### src/rtl/render_controller_pkg.sv
// Shared types for the render controller: instruction encoding, FSM states, default raster geometry.
package render_controller_pkg;

    localparam int unsigned H_RES_DEF        = 320;
    localparam int unsigned V_RES_DEF        = 180;
    localparam int unsigned MAX_INFLIGHT_DEF = 16;
    localparam int unsigned COORD_W_DEF      = 9;
    localparam int unsigned IMM_W            = 32;
    localparam int unsigned REG_W            = 5;

    typedef enum logic [3:0] {
        opNop    = 4'd0,
        opAlu    = 4'd1,
        opLoad   = 4'd2,
        opStore  = 4'd3,
        opBranch = 4'd4,
        opRender = 4'd5
    } InstType;

    typedef struct packed {
        InstType          iType;
        logic [REG_W-1:0] rd;
        logic [IMM_W-1:0] imm;
    } DecodedInst;

    typedef enum logic [1:0] {
        RC_IDLE  = 2'd0,
        RC_ISSUE = 2'd1,
        RC_DRAIN = 2'd2,
        RC_DONE  = 2'd3
    } RenderCtrlState;

    // True when an executed instruction asks for a frame to be rendered.
    function automatic logic is_render(input DecodedInst d);
        return d.iType == opRender;
    endfunction

endpackage

### src/rtl/render_controller_if.sv
// Instruction input and pixel-request bus between processor, render controller and ray pipeline.
interface render_controller_if
    import render_controller_pkg::*;
#(
    parameter int unsigned COORD_W = COORD_W_DEF
) ();

    logic               inst_valid;
    DecodedInst         inst;
    logic               pix_req_valid;
    logic               pix_req_ready;
    logic [COORD_W-1:0] pixel_x;
    logic [COORD_W-1:0] pixel_y;
    logic               pix_done;

    // Controller side: consumes instructions, issues pixel requests.
    modport master (
        input  inst_valid,
        input  inst,
        input  pix_req_ready,
        input  pix_done,
        output pix_req_valid,
        output pixel_x,
        output pixel_y
    );

    // Environment side: processor plus ray pipeline.
    modport slave (
        output inst_valid,
        output inst,
        output pix_req_ready,
        output pix_done,
        input  pix_req_valid,
        input  pixel_x,
        input  pixel_y
    );

endinterface

### src/rtl/render_controller_scan.sv
// Raster position counter: steps x across a line, then y down the frame.
module pixel_scan_counter #(
    parameter int unsigned H_RES   = 320,
    parameter int unsigned V_RES   = 180,
    parameter int unsigned COORD_W = 9
) (
    input  logic               clk_i,
    input  logic               rst_i,
    input  logic               advance_i,
    input  logic               clear_i,
    output logic [COORD_W-1:0] x_o,
    output logic [COORD_W-1:0] y_o,
    output logic               last_o
);

    logic [COORD_W-1:0] x_q, x_d;
    logic [COORD_W-1:0] y_q, y_d;
    logic               last_q, last_d;

    // Next raster position; last is precomputed so it is a flop output.
    always_comb begin
        x_d = x_q;
        y_d = y_q;
        if (clear_i) begin
            x_d = '0;
            y_d = '0;
        end else if (advance_i) begin
            if (x_q == COORD_W'(H_RES - 1)) begin
                x_d = '0;
                y_d = (y_q == COORD_W'(V_RES - 1)) ? '0 : y_q + COORD_W'(1);
            end else begin
                x_d = x_q + COORD_W'(1);
            end
        end
        last_d = (x_d == COORD_W'(H_RES - 1)) && (y_d == COORD_W'(V_RES - 1));
    end

    // Position registers.
    always_ff @(posedge clk_i) begin
        if (rst_i) begin
            x_q    <= '0;
            y_q    <= '0;
            last_q <= 1'b0;
        end else begin
            x_q    <= x_d;
            y_q    <= y_d;
            last_q <= last_d;
        end
    end

    assign x_o    = x_q;
    assign y_o    = y_q;
    assign last_o = last_q;

endmodule

### src/rtl/render_controller.sv
// Render controller: raster-scans a frame into credit-limited pixel requests and
// holds controller_busy until every issued pixel has completed.
// Optional feature macro: RENDER_CTRL_PERF_EN adds frame_cycles (ISSUE+DRAIN cycle count).
module render_controller
    import render_controller_pkg::*;
#(
    parameter int unsigned H_RES        = H_RES_DEF,
    parameter int unsigned V_RES        = V_RES_DEF,
    parameter int unsigned MAX_INFLIGHT = MAX_INFLIGHT_DEF,
    parameter int unsigned COORD_W      = COORD_W_DEF
) (
    input  logic                clk_100mhz,
    input  logic                rst,
    render_controller_if.master bus,
    output logic                controller_busy,
    output logic                frame_done,
    output logic                credit_err
`ifdef RENDER_CTRL_PERF_EN
    ,
    output logic [31:0]         frame_cycles
`endif
);

    localparam int unsigned CNT_W = $clog2(MAX_INFLIGHT + 1);

    RenderCtrlState     state_q, state_d;
    logic [CNT_W-1:0]   inflight_q, inflight_d;
    logic               valid_q, valid_d;
    logic               busy_q, busy_d;
    logic               frame_done_q, frame_done_d;
    logic               credit_err_q, credit_err_d;

    logic               hs_c;
    logic               scan_clear_c;
    logic [COORD_W-1:0] scan_x;
    logic [COORD_W-1:0] scan_y;
    logic               scan_last;
    logic               unused_inst_c;

    assign unused_inst_c = ^{bus.inst.rd, bus.inst.imm};

    assign hs_c         = valid_q && bus.pix_req_ready;
    assign scan_clear_c = (state_q == RC_DONE);

    pixel_scan_counter #(
        .H_RES   (H_RES),
        .V_RES   (V_RES),
        .COORD_W (COORD_W)
    ) u_scan (
        .clk_i     (clk_100mhz),
        .rst_i     (rst),
        .advance_i (hs_c),
        .clear_i   (scan_clear_c),
        .x_o       (scan_x),
        .y_o       (scan_y),
        .last_o    (scan_last)
    );

    // Credit accounting, next state and next registered outputs.
    always_comb begin
        inflight_d   = inflight_q;
        credit_err_d = credit_err_q;
        state_d      = state_q;

        if (hs_c && !bus.pix_done) begin
            inflight_d = inflight_q + CNT_W'(1);
        end else if (!hs_c && bus.pix_done && (inflight_q != '0)) begin
            inflight_d = inflight_q - CNT_W'(1);
        end

        if (bus.pix_done && (inflight_q == '0)) begin
            credit_err_d = 1'b1;
        end

        case (state_q)
            RC_IDLE: begin
                if (bus.inst_valid && is_render(bus.inst)) begin
                    state_d = RC_ISSUE;
                end
            end
            RC_ISSUE: begin
                if (hs_c && scan_last) begin
                    state_d = RC_DRAIN;
                end
            end
            RC_DRAIN: begin
                if (inflight_d == '0) begin
                    state_d = RC_DONE;
                end
            end
            RC_DONE: begin
                state_d = RC_IDLE;
            end
            default: begin
                state_d = RC_IDLE;
            end
        endcase

        valid_d      = (state_d == RC_ISSUE) && (inflight_d < CNT_W'(MAX_INFLIGHT));
        busy_d       = (state_d != RC_IDLE);
        frame_done_d = (state_d == RC_DONE);
    end

    // State, credit counter and registered outputs.
    always_ff @(posedge clk_100mhz) begin
        if (rst) begin
            state_q      <= RC_IDLE;
            inflight_q   <= '0;
            valid_q      <= 1'b0;
            busy_q       <= 1'b0;
            frame_done_q <= 1'b0;
            credit_err_q <= 1'b0;
        end else begin
            state_q      <= state_d;
            inflight_q   <= inflight_d;
            valid_q      <= valid_d;
            busy_q       <= busy_d;
            frame_done_q <= frame_done_d;
            credit_err_q <= credit_err_d;
        end
    end

    assign bus.pix_req_valid = valid_q;
    assign bus.pixel_x       = scan_x;
    assign bus.pixel_y       = scan_y;
    assign controller_busy   = busy_q;
    assign frame_done        = frame_done_q;
    assign credit_err        = credit_err_q;

`ifdef RENDER_CTRL_PERF_EN
    logic [31:0] cyc_cnt_q, cyc_cnt_d;
    logic [31:0] frame_cycles_q, frame_cycles_d;

    // Running ISSUE+DRAIN count; the final DRAIN cycle is folded in as DONE is entered.
    always_comb begin
        cyc_cnt_d      = '0;
        frame_cycles_d = frame_cycles_q;
        if ((state_q == RC_ISSUE) || (state_q == RC_DRAIN)) begin
            cyc_cnt_d = cyc_cnt_q + 32'(1);
        end
        if (state_d == RC_DONE) begin
            frame_cycles_d = cyc_cnt_q + 32'(1);
        end
    end

    // Performance registers.
    always_ff @(posedge clk_100mhz) begin
        if (rst) begin
            cyc_cnt_q      <= '0;
            frame_cycles_q <= '0;
        end else begin
            cyc_cnt_q      <= cyc_cnt_d;
            frame_cycles_q <= frame_cycles_d;
        end
    end

    assign frame_cycles = frame_cycles_q;
`endif

endmodule

### src/flat_wrapper.sv
// flat-port wrapper written by rule: the top's interface ports become plain ports
module render_controller_flat import render_controller_pkg::*;
#(
    parameter int unsigned H_RES        = H_RES_DEF,
    parameter int unsigned V_RES        = V_RES_DEF,
    parameter int unsigned MAX_INFLIGHT = MAX_INFLIGHT_DEF,
    parameter int unsigned COORD_W      = COORD_W_DEF
)
  (clk_100mhz, rst, controller_busy, frame_done, credit_err, bus_inst_valid, bus_inst, bus_pix_req_ready, bus_pix_done, bus_pix_req_valid, bus_pixel_x, bus_pixel_y);
  render_controller_if #(.COORD_W(COORD_W)) bus_i ();
  input  logic clk_100mhz;
  input  logic rst;
  output logic controller_busy;
  output logic frame_done;
  output logic credit_err;
  input wire logic [$bits(bus_i.inst_valid)-1:0] bus_inst_valid;
  input wire logic [$bits(bus_i.inst)-1:0] bus_inst;
  input wire logic [$bits(bus_i.pix_req_ready)-1:0] bus_pix_req_ready;
  input wire logic [$bits(bus_i.pix_done)-1:0] bus_pix_done;
  output wire logic [$bits(bus_i.pix_req_valid)-1:0] bus_pix_req_valid;
  output wire logic [$bits(bus_i.pixel_x)-1:0] bus_pixel_x;
  output wire logic [$bits(bus_i.pixel_y)-1:0] bus_pixel_y;
  assign bus_i.inst_valid = bus_inst_valid;
  assign bus_i.inst = bus_inst;
  assign bus_i.pix_req_ready = bus_pix_req_ready;
  assign bus_i.pix_done = bus_pix_done;
  assign bus_pix_req_valid = bus_i.pix_req_valid;
  assign bus_pixel_x = bus_i.pixel_x;
  assign bus_pixel_y = bus_i.pixel_y;
  render_controller #(.H_RES(H_RES), .V_RES(V_RES), .MAX_INFLIGHT(MAX_INFLIGHT), .COORD_W(COORD_W)) u_core (.clk_100mhz(clk_100mhz), .rst(rst), .bus(bus_i), .controller_busy(controller_busy), .frame_done(frame_done), .credit_err(credit_err));
endmodule
### config.mk
export PLATFORM = sky130hd
export DESIGN_NAME = render_controller_flat
export DESIGN_NICKNAME = d
export VERILOG_FILES = /design/src/rtl/render_controller_pkg.sv /design/src/rtl/render_controller_if.sv /design/src/rtl/render_controller_scan.sv /design/src/rtl/render_controller.sv /design/src/flat_wrapper.sv
export SDC_FILE = /design/constraint.sdc
export NUM_CORES = 1
export LEC_CHECK = 0
export CORE_ASPECT_RATIO = 2
export CORE_MARGIN = 3
export CORE_UTILIZATION = 28
export DETAILED_ROUTE_END_ITERATION = 8
export PLACE_DENSITY = 0.59
export SYNTH_ARGS = -nofsm -noshare
export SYNTH_HDL_FRONTEND = slang
export SYNTH_SLANG_ARGS = --single-unit
### constraint.sdc
create_clock -name clk_100mhz -period 5.09 [get_ports clk_100mhz]
set_input_delay 1.018 -clock clk_100mhz [delete_from_list [all_inputs] [get_ports clk_100mhz]]
set_output_delay 1.018 -clock clk_100mhz [all_outputs]
set_load 0.02 [all_outputs]
======== Yosys cells after proc, flatten, opt, wreduce, memory -nomap -nowiden ========
Cells that the tools add are included.
W data, S select, Z words.
storage, ports and cells
  bits in registers ....................... 30
  input bits .............................. 46
  logic and storage cells ................. 53
cells by class
  $add $sub $neg .......................... 4
  magnitude comparators ................... 1
  equality and inequality tests ........... 10
  muxes and demuxes ....................... 13
  reduce and logical (&&, ||, !) cells .... 16
operators with widths
  operator               number
  $mux W9                7
  $add A9 B1 Y9 const B  2
  $eq A9 B8 Y1 const B   2
  $eq A9 B9 Y1 const B   2
  $logic_not A5 Y1       2
  $mux W5                2
  $logic_and A1 B1 Y1    9
  $pmux W2 S4            1
  $eq A2 B2 Y1 const B   3
  $mux W2                3
  $add A5 B1 Y5 const B  1
  $lt A5 B5 Y1 const B   1
  $reduce_bool A5 Y1     1
  $sub A5 B1 Y5 const B  1
  $eq A2 B1 Y1 const B   2
  $eq A4 B3 Y1 const B   1
  $logic_not A1 Y1       2
  $logic_not A2 Y1       1
  $reduce_bool A2 Y1     1

======== Longest topological paths before layout ========
Gate-level depths: netlist of run 1.
  depth after elaboration ................. 11
  mapped depth ............................ 9
  depth with buffers taken out ............ 8

======== Hierarchy ========
From an unflattened synthesis of run 1, not the netlist that was laid out.
second synthesis, totals
  cell total of the unflattened synthesis .. 214
  area total of the unflattened synthesis .. 1,760.4 um2
modules (own cells, without submodules)
  module              instances  cells each  area each (um2)
  pixel_scan_counter  1          136         1,073.5
  render_controller   1          78          686.9

======== Least setup slack after synthesis of run 1 ========
No wires, ideal clock.
  path type ............................... input-to-reg
  start point ............................. input bus_pix_req_ready
  end point ............................... register u_core.u_scan.last_q, in the netlist u_core.u_scan.last_o
  library setup time ...................... 61 ps
  data arrival time ....................... 2,386 ps
  setup slack ............................. 2,643 ps
  stages .................................. 7
  buffers on the path ..................... 1
  cell sequence ........................... and2_1 -> clkbuf_1 -> nand4b_1 -> a21oi_1 -> or4b_2 -> nor3_1 -> and4b_1
on the way
  word-level cells in the longest chain between the ends .. 5
ends and longest elaborated chain
  what                                                 RTL line                      source
  start, declared                                      flat_wrapper.sv:18            input wire logic [$bits(bus_i.pix_req_ready)-1:0] bus_pix_req_ready;
  $logic_and A1 B1 Y1 *                                render_controller.sv:42       assign hs_c = valid_q && bus.pix_req_ready;
  $mux W9                                              render_controller_scan.sv:27  end else if (advance_i) begin
  $mux W9                                              render_controller_scan.sv:24  if (clear_i) begin
  $eq A9 B9 Y1 / $eq A9 B8 Y1 (equally long branches)  render_controller_scan.sv:35  last_d = (x_d == COORD_W'(H_RES - 1)) && (y_d == COORD_W'(V_RES - 1));
  $logic_and A1 B1 Y1 *                                render_controller_scan.sv:35
  end signal, assigned                                 render_controller_scan.sv:47  last_q <= last_d;
  end, declared                                        render_controller_scan.sv:18  logic last_q, last_d;
Every way passes the cells marked *; elsewhere a longest branch is shown, timed or not.
A chain may end at the register's enable or synchronous reset.

======== Worst setup path after layout of run 1 ========
Ends and elaborated chain as after synthesis.

==> results of run 1 <==
==> metal layers <==
metal	vias up	GRT usage, %
met5	-	0
met4	0	4.44
met3	6	3.17
met2	36	23.0
met1	698	13.3
li1	738	-
==> cells in the final DEF, fill, tap and decap left out, types with 2 or more instances in the layout <==
cell type	n
a211oi_1	2
a21oi_1	15
a31oi_1	2
a32oi_1	2
and2_1	2
and3_1	4
and4_1	2
clkbuf_8	6
clkdlybuf4s50_1	30
dfxtp_1	30
ha_1	4
inv_1	6
nand2_1	15
nand2b_1	3
nand3_1	8
nand4_1	3
nand4b_1	4
nor2_1	24
nor2b_1	8
nor3_1	7
nor3b_1	3
nor4_1	2
o21ai_0	3
o21bai_1	2
or4b_2	2
xnor2_1	12
xor2_1	5
==> per-stage QoR <==
stage	hold slack (ps)	util [%]
finish	470	37.0
global route	494	37.0
CTS	481	37.0
detailed placement	465	35.4
global placement	459	35.4
floorplan	547	-
==> worst register-to-register path, stage by stage (launching register included) <==
cell	delay, ps
dfxtp_1	430
ha_1	220
or4b_2	590
nor3_1	470
o21bai_1	150
a21oi_1	220
nor3_1	100
and4b_1	180
==> worst paths after layout <==
| check | start | end | slack (ps) | cells past startpoint |
|---|---|---|---|---|
| max | bus_pix_req_ready | u_core.u_scan.last_o$_SDFF_PP0_ | 1980 | 7 |
| min | u_core.credit_err$_SDFFE_PP0P_ | u_core.credit_err$_SDFFE_PP0P_ | 470 | 2 |
| max reg2reg | u_core.u_scan.y_o[0]$_SDFF_PP0_ | u_core.u_scan.last_o$_SDFF_PP0_ | 2630 | 7 |
| min reg2reg | u_core.credit_err$_SDFFE_PP0P_ | u_core.credit_err$_SDFFE_PP0P_ | 470 | 2 |
==> cells by family (layout without fill, tap and decap cells) <==
group	Yosys count	in the layout	share of synthesized area, %
muxes	1	1	0.698
and+or+nand+nor	95	95	32.3
xor gates and xnor gates	17	17	9.22
DFF	30	30	37.2
adders and majority gates	4	4	3.10
buffers and inverters	14	44	3.72
AOI/OAI and AO/OA	33	33	13.7
==> final cells by class <==
cell class	instances	area (um^2)	area share (%)
Clock buffer	7	86.3	4.23
Clock inverter	1	5.00	0.245
Inverter	6	22.5	1.10
Multi-Input combinational cell	150	953	46.7
Sequential cell	30	601	29.4
Tap cell	60	75.1	3.67
Timing Repair Buffer	30	300	14.7
==> power by group <==
group	internal (mW)	total [mW]	leakage, nW	switching [mW]
clock	0.109	0.195	0.0482	0.0858
sequential	0.252	0.272	0.243	0.0207
combinational	0.0735	0.157	0.419	0.0839
total	0.434	0.624	0.710	0.190
==> registers in the layout (all words and copies together), names as in the netlist <==
register / cells
u_core.frame_done: 1
u_core.u_scan.y_o: 9
u_core.u_scan.last_o: 1
u_core.u_scan.x_o: 9
u_core.state_q: 2
u_core.credit_err: 1
u_core.controller_busy: 1
u_core.bus.pix_req_valid: 1
u_core.inflight_q: 5
==> Yosys cell counts, types with 2 or more instances <==
cell type and number:
a32oi_1 2, nor3b_1 3, inv_1 6, nand3_1 8, nor2b_1 8, nor3_1 7
xnor2_1 12, ha_1 4, nor4_1 2, o21ai_0 3, nand4_1 3, a31oi_1 2
and4_1 2, a21oi_1 15, and2_1 2, nand4b_1 4, clkbuf_1 5, nand2_1 15
and3_1 4, o21bai_1 2, nand2b_1 3, nor2_1 24, xor2_1 5, dfxtp_1 30
a211oi_1 2, or4b_2 2
==> flow_summary_export.csv, run 1 <==
group,metric,value,unit
run_status,status,"finished clean",
sta,clock_skew,4.97,ps
synthesis,yosysUniqueCellTypes,45,
setup_path,crit_chain,"clkdlybuf4s50_1 -> and3_1 -> nand4_1 -> nor4_1 -> xnor2_1 -> or2_2 -> and4b_1",
power,p_leak,0.710,nW
drt,drt_iter0_markers,47,
setup_path,cp_top_family,"simple AND/OR/NAND/NOR gates",
power,p_per_area,306,mW/mm^2
synthesis,synth.avg_cell_area,8.32,um^2
cts,postCtsResizedCells,0,
drt,route.met2.wl,2150,um
grt,grtUsageTotal,12.6,%
drt,post_drt_wl_per_cell,13.6,um
cts,post_cts_buffers,0,
cells_and_area,final_nets,273,
cts,cts_buffers,5,
drt,maxUsedRoutingLayer,"met4",
min_path,min_path_type,"flop to flop",
placement,place_congestion,0.759,
sta,rsz0062_at_grt,"false",
setup_path,critPathLaunchType,"input pin",
synthesis,synth_edf_count,0,
floorplanning,die_w,59.7,um
setup_path,worstSetupPathType,"input pin to flop",
setup_path,end_kind,"flop",
floorplanning,row_count,38,
cts,cts_max_level,2,
sta,relSlewSlack,61.6,%
grt,grt_max_degree,13,
synthesis,syn_nets,244,
setup_path,critPathRequiredTime,5260,ps
sta,period_needed,3110,ps
grt,antenna_found_initial,0,
floorplanning,coreArea,0.00552,mm^2
sta,tns,0,ps
drt,via_count,1478,
setup_path,crit_arrival,3280,ps
grt,overflow,0,
synthesis,ys_seq_elements,30,
placement,port_buffers,30,
synthesis,syn_area,0.00161,mm^2
floorplanning,start_util,29.3,%
synthesis,ys_warn_count,0,
cts,clkSinkCount,30,
synthesis,synth_top_flop_cell,"dfxtp_1",
drt,wirelength,3870,um
sta,setup_violations,0,
cts,cts_tree,"done",
setup_path,critPathMaxFanout,12,
drt,ant_nets,0,
sta,max_freq,321,MHz
job,max_cap_violations,0,
drt,routed_via_density,5.20,
synthesis,synth_area_leader_cell,"dfxtp_1",
synthesis,synth_top_area_share,37.2,%
cts,hold_buffers,0,
cts,cts_root_buf,"clkbuf_8",
placement,pre_cts_ws,1680,ps
sta,worstMarginPinSlew,571,ps
cells_and_area,finalNonFillerCells,284,
drt,firstDrtPassIters,4,
cts,cts_buffer_depth,2,
drt,met3_length,198,um
floorplanning,die_y,113,um
cts,clk_latency,270,ps
placement,postPlaceCellArea,0.00195,mm^2
floorplanning,io_pins,68,
floorplanning,dieArea,0.00677,mm^2
cts,path_clk_slew,60,ps
cells_and_area,area_delta_synth_final,26.6,%
setup_path,path_buf_inv,1,
power,finalPower,0.624,mW
drt,wl_met1,1460,um
setup_path,slowest_stage,"clkdlybuf4s50_1",
sta,hold_violations,0,
grt,grt_pass1_vias,1436,
setup_path,max_stage_delay,540,ps
power,ir_worst_vdd,0.000200,V
placement,dp_cells,276,
sta,maxSlewViolCount,0,
placement,hpwlAfterDp,2980,um
sta,fin_ws,1980,ps
synthesis,async_reset_ff_share,0,%
synthesis,postSynthCellCount,194,
synthesis,synth_area_leaders,"dfxtp_1 37%, xnor2_1 6.5%, nor2_1 5.6%",
grt,grt_first_pass_wirelength,6680,um
cells_and_area,final_area,0.00204,mm^2
cells_and_area,fill_cells,594,
cells_and_area,layout-drive-gt1-share,7.59,%
synthesis,synth-seq-area-share,37.2,%
drt,drc_errors,0,
sta,timing.final.crit_share,61.2,%
cells_and_area,antennaDiodeCount,0,
No activity file was read; power rests on OpenSTA's default activity.
==> run 2: changes to the inputs <==
==> constraint.sdc (replaced) <==
create_clock -name clk_100mhz -period 3.2 [get_ports clk_100mhz]
set_input_delay 0.64 -clock clk_100mhz [delete_from_list [all_inputs] [get_ports clk_100mhz]]
set_output_delay 0.64 -clock clk_100mhz [all_outputs]
set_load 0.02 [all_outputs]
==> flow_summary_export.csv, run 2 (synthesis results as in run 1) <==
group,metric,value,unit
cts,cts_buffers,5,
run_status,status,"finished clean",
sta,rsz0062_at_grt,"false",
floorplanning,die_w,59.7,um
cts,post_cts_buffers,0,
setup_path,crit_arrival,2840,ps
floorplanning,start_util,29.3,%
job,max_cap_violations,0,
sta,max_freq,382,MHz
floorplanning,coreArea,0.00552,mm^2
power,clockPowerShare,31.2,%
cells_and_area,antennaDiodeCount,0,
cells_and_area,layout-drive-gt1-share,9.21,%
power,ir_worst_vdd,0.000329,V
drt,post_drt_wl_per_cell,14.0,um
drt,firstDrtPassIters,4,
grt,grt_max_degree,12,
setup_path,worstSetupPathType,"input pin to flop",
cells_and_area,layout.area.seq,601,um^2
cells_and_area,final_cell_mix,"30 x clkdlybuf4s50_1, 30 x dfxtp_1, 24 x nor2_1",
cts,postCtsResizedCells,0,
grt,overflow,0,
drt,via_count,1488,
grt,grtUsageTotal,12.7,%
sta,period_needed,2620,ps
placement,port_buffers,30,
cts,hold_buffers,0,
setup_path,critPathRequiredTime,3420,ps
cells_and_area,area_delta_synth_final,28.4,%
floorplanning,row_count,38,
sta,hold-worst-slack,480,ps
grt,grt_pass1_vias,1530,
placement,place_congestion,0.783,
placement,dp_cells,280,
power,p_per_area,480,mW/mm^2
sta,timing.final.crit_share,81.9,%
sta,relSlewSlack,59.8,%
grt,grt_first_pass_wirelength,6760,um
drt,drt_iter0_markers,36,
cts,clkSinkCount,30,
power,p_int,0.692,mW
placement,pre_cts_ws,298,ps
sta,fin_ws,580,ps
drt,routed_via_density,5.17,
setup_path,end_kind,"flop",
cts,cts_buffer_depth,2,
cts,path_clk_slew,60,ps
placement,hpwlAfterDp,3140,um
cts,cts_root_buf,"clkbuf_8",
sta,clock_skew,5.39,ps
power,p_sw_share,30.5,%
min_path,min_path_type,"flop to flop",
setup_path,critPathMaxFanout,10,
sta,worstMarginPinSlew,599,ps
power,p_leak,0.729,nW
cts,clk_latency,280,ps
cells_and_area,multi_input_comb_area,953,um^2
sta,tns,0,ps
drt,ant_nets,0,
floorplanning,dieArea,0.00677,mm^2
cells_and_area,fill_cells,574,
power,finalPower,0.995,mW
cells_and_area,finalNonFillerCells,288,
cts,cts_max_level,2,
sta,maxSlewViolCount,0,
cells_and_area,final_nets,277,
floorplanning,io_pins,68,
grt,antenna_found_initial,0,
cts,cts_tree,"done",
power,pwr-share-seq,43.6,%
power,p_comb_share,25.2,%
setup_path,critPathLaunchType,"input pin",
drt,drc_errors,0,
power,switching_power,0.303,mW
drt,wirelength,4030,um
sta,setup_violations,0,
floorplanning,die_y,113,um
sta,hold_violations,0,
==> run 2: cell count changes in the layout (fill, tap and decap cells not counted), sizes merged <==
| cell | change |
|---|---|
| buf | +4 |
==> run 2: layer usage <==
metal	up-vias	part of all wire [%]	track usage, %
met5	-	0	0
met4	0	1.6	4.59
met3	7	3.6	2.94
met2	29	55	23.1
met1	703	39	13.6
li1	749	-	-
==> run 2: power groups by stage <==
stage,sequential [mW],combinational (mW),clock [mW]
after floorplan,0.441,0.193,0
after global placement,0.440,0.250,0
after detailed placement,0.441,0.251,0
after CTS,0.433,0.253,0.321
after global routing,0.436,0.278,0.341
final,0.434,0.251,0.310
==> run 2: cell type report <==
type	count	area share, %
multi-input cells	150	46.0
flip-flops and latches	30	29.0
repair buffers	34	15.9
clock buffers	7	4.16
well taps	60	3.62
inverters	6	1.09
clock inverters	1	0.241
==> run 2: per-stage QoR <==
step	instance area (um^2)	util, %
floorplan	1610	-
global placement	1980	35.9
detailed placement	1980	35.9
CTS	2070	37.6
global route	2070	37.6
finish	2070	37.6
==> run 2: worst max-delay path, cell delays in order <==
cell and delay, ps:
clkdlybuf4s50_1 540, nand2_2 180, nor3_1 260, xnor2_1 120
or4b_2 640, nor3_1 230, and4b_1 220
==> run 2: worst paths after layout <==
path                                        start                               to  slack, ps  cells past startpoint
hold / removal     u_core.credit_err$_SDFFE_PP0P_   u_core.credit_err$_SDFFE_PP0P_        480                      2
setup / recovery                bus_pix_req_ready  u_core.u_scan.last_o$_SDFF_PP0_        580                      7
setup reg to reg  u_core.u_scan.y_o[0]$_SDFF_PP0_  u_core.u_scan.last_o$_SDFF_PP0_        720                      7
hold reg to reg    u_core.credit_err$_SDFFE_PP0P_   u_core.credit_err$_SDFFE_PP0P_        480                      2
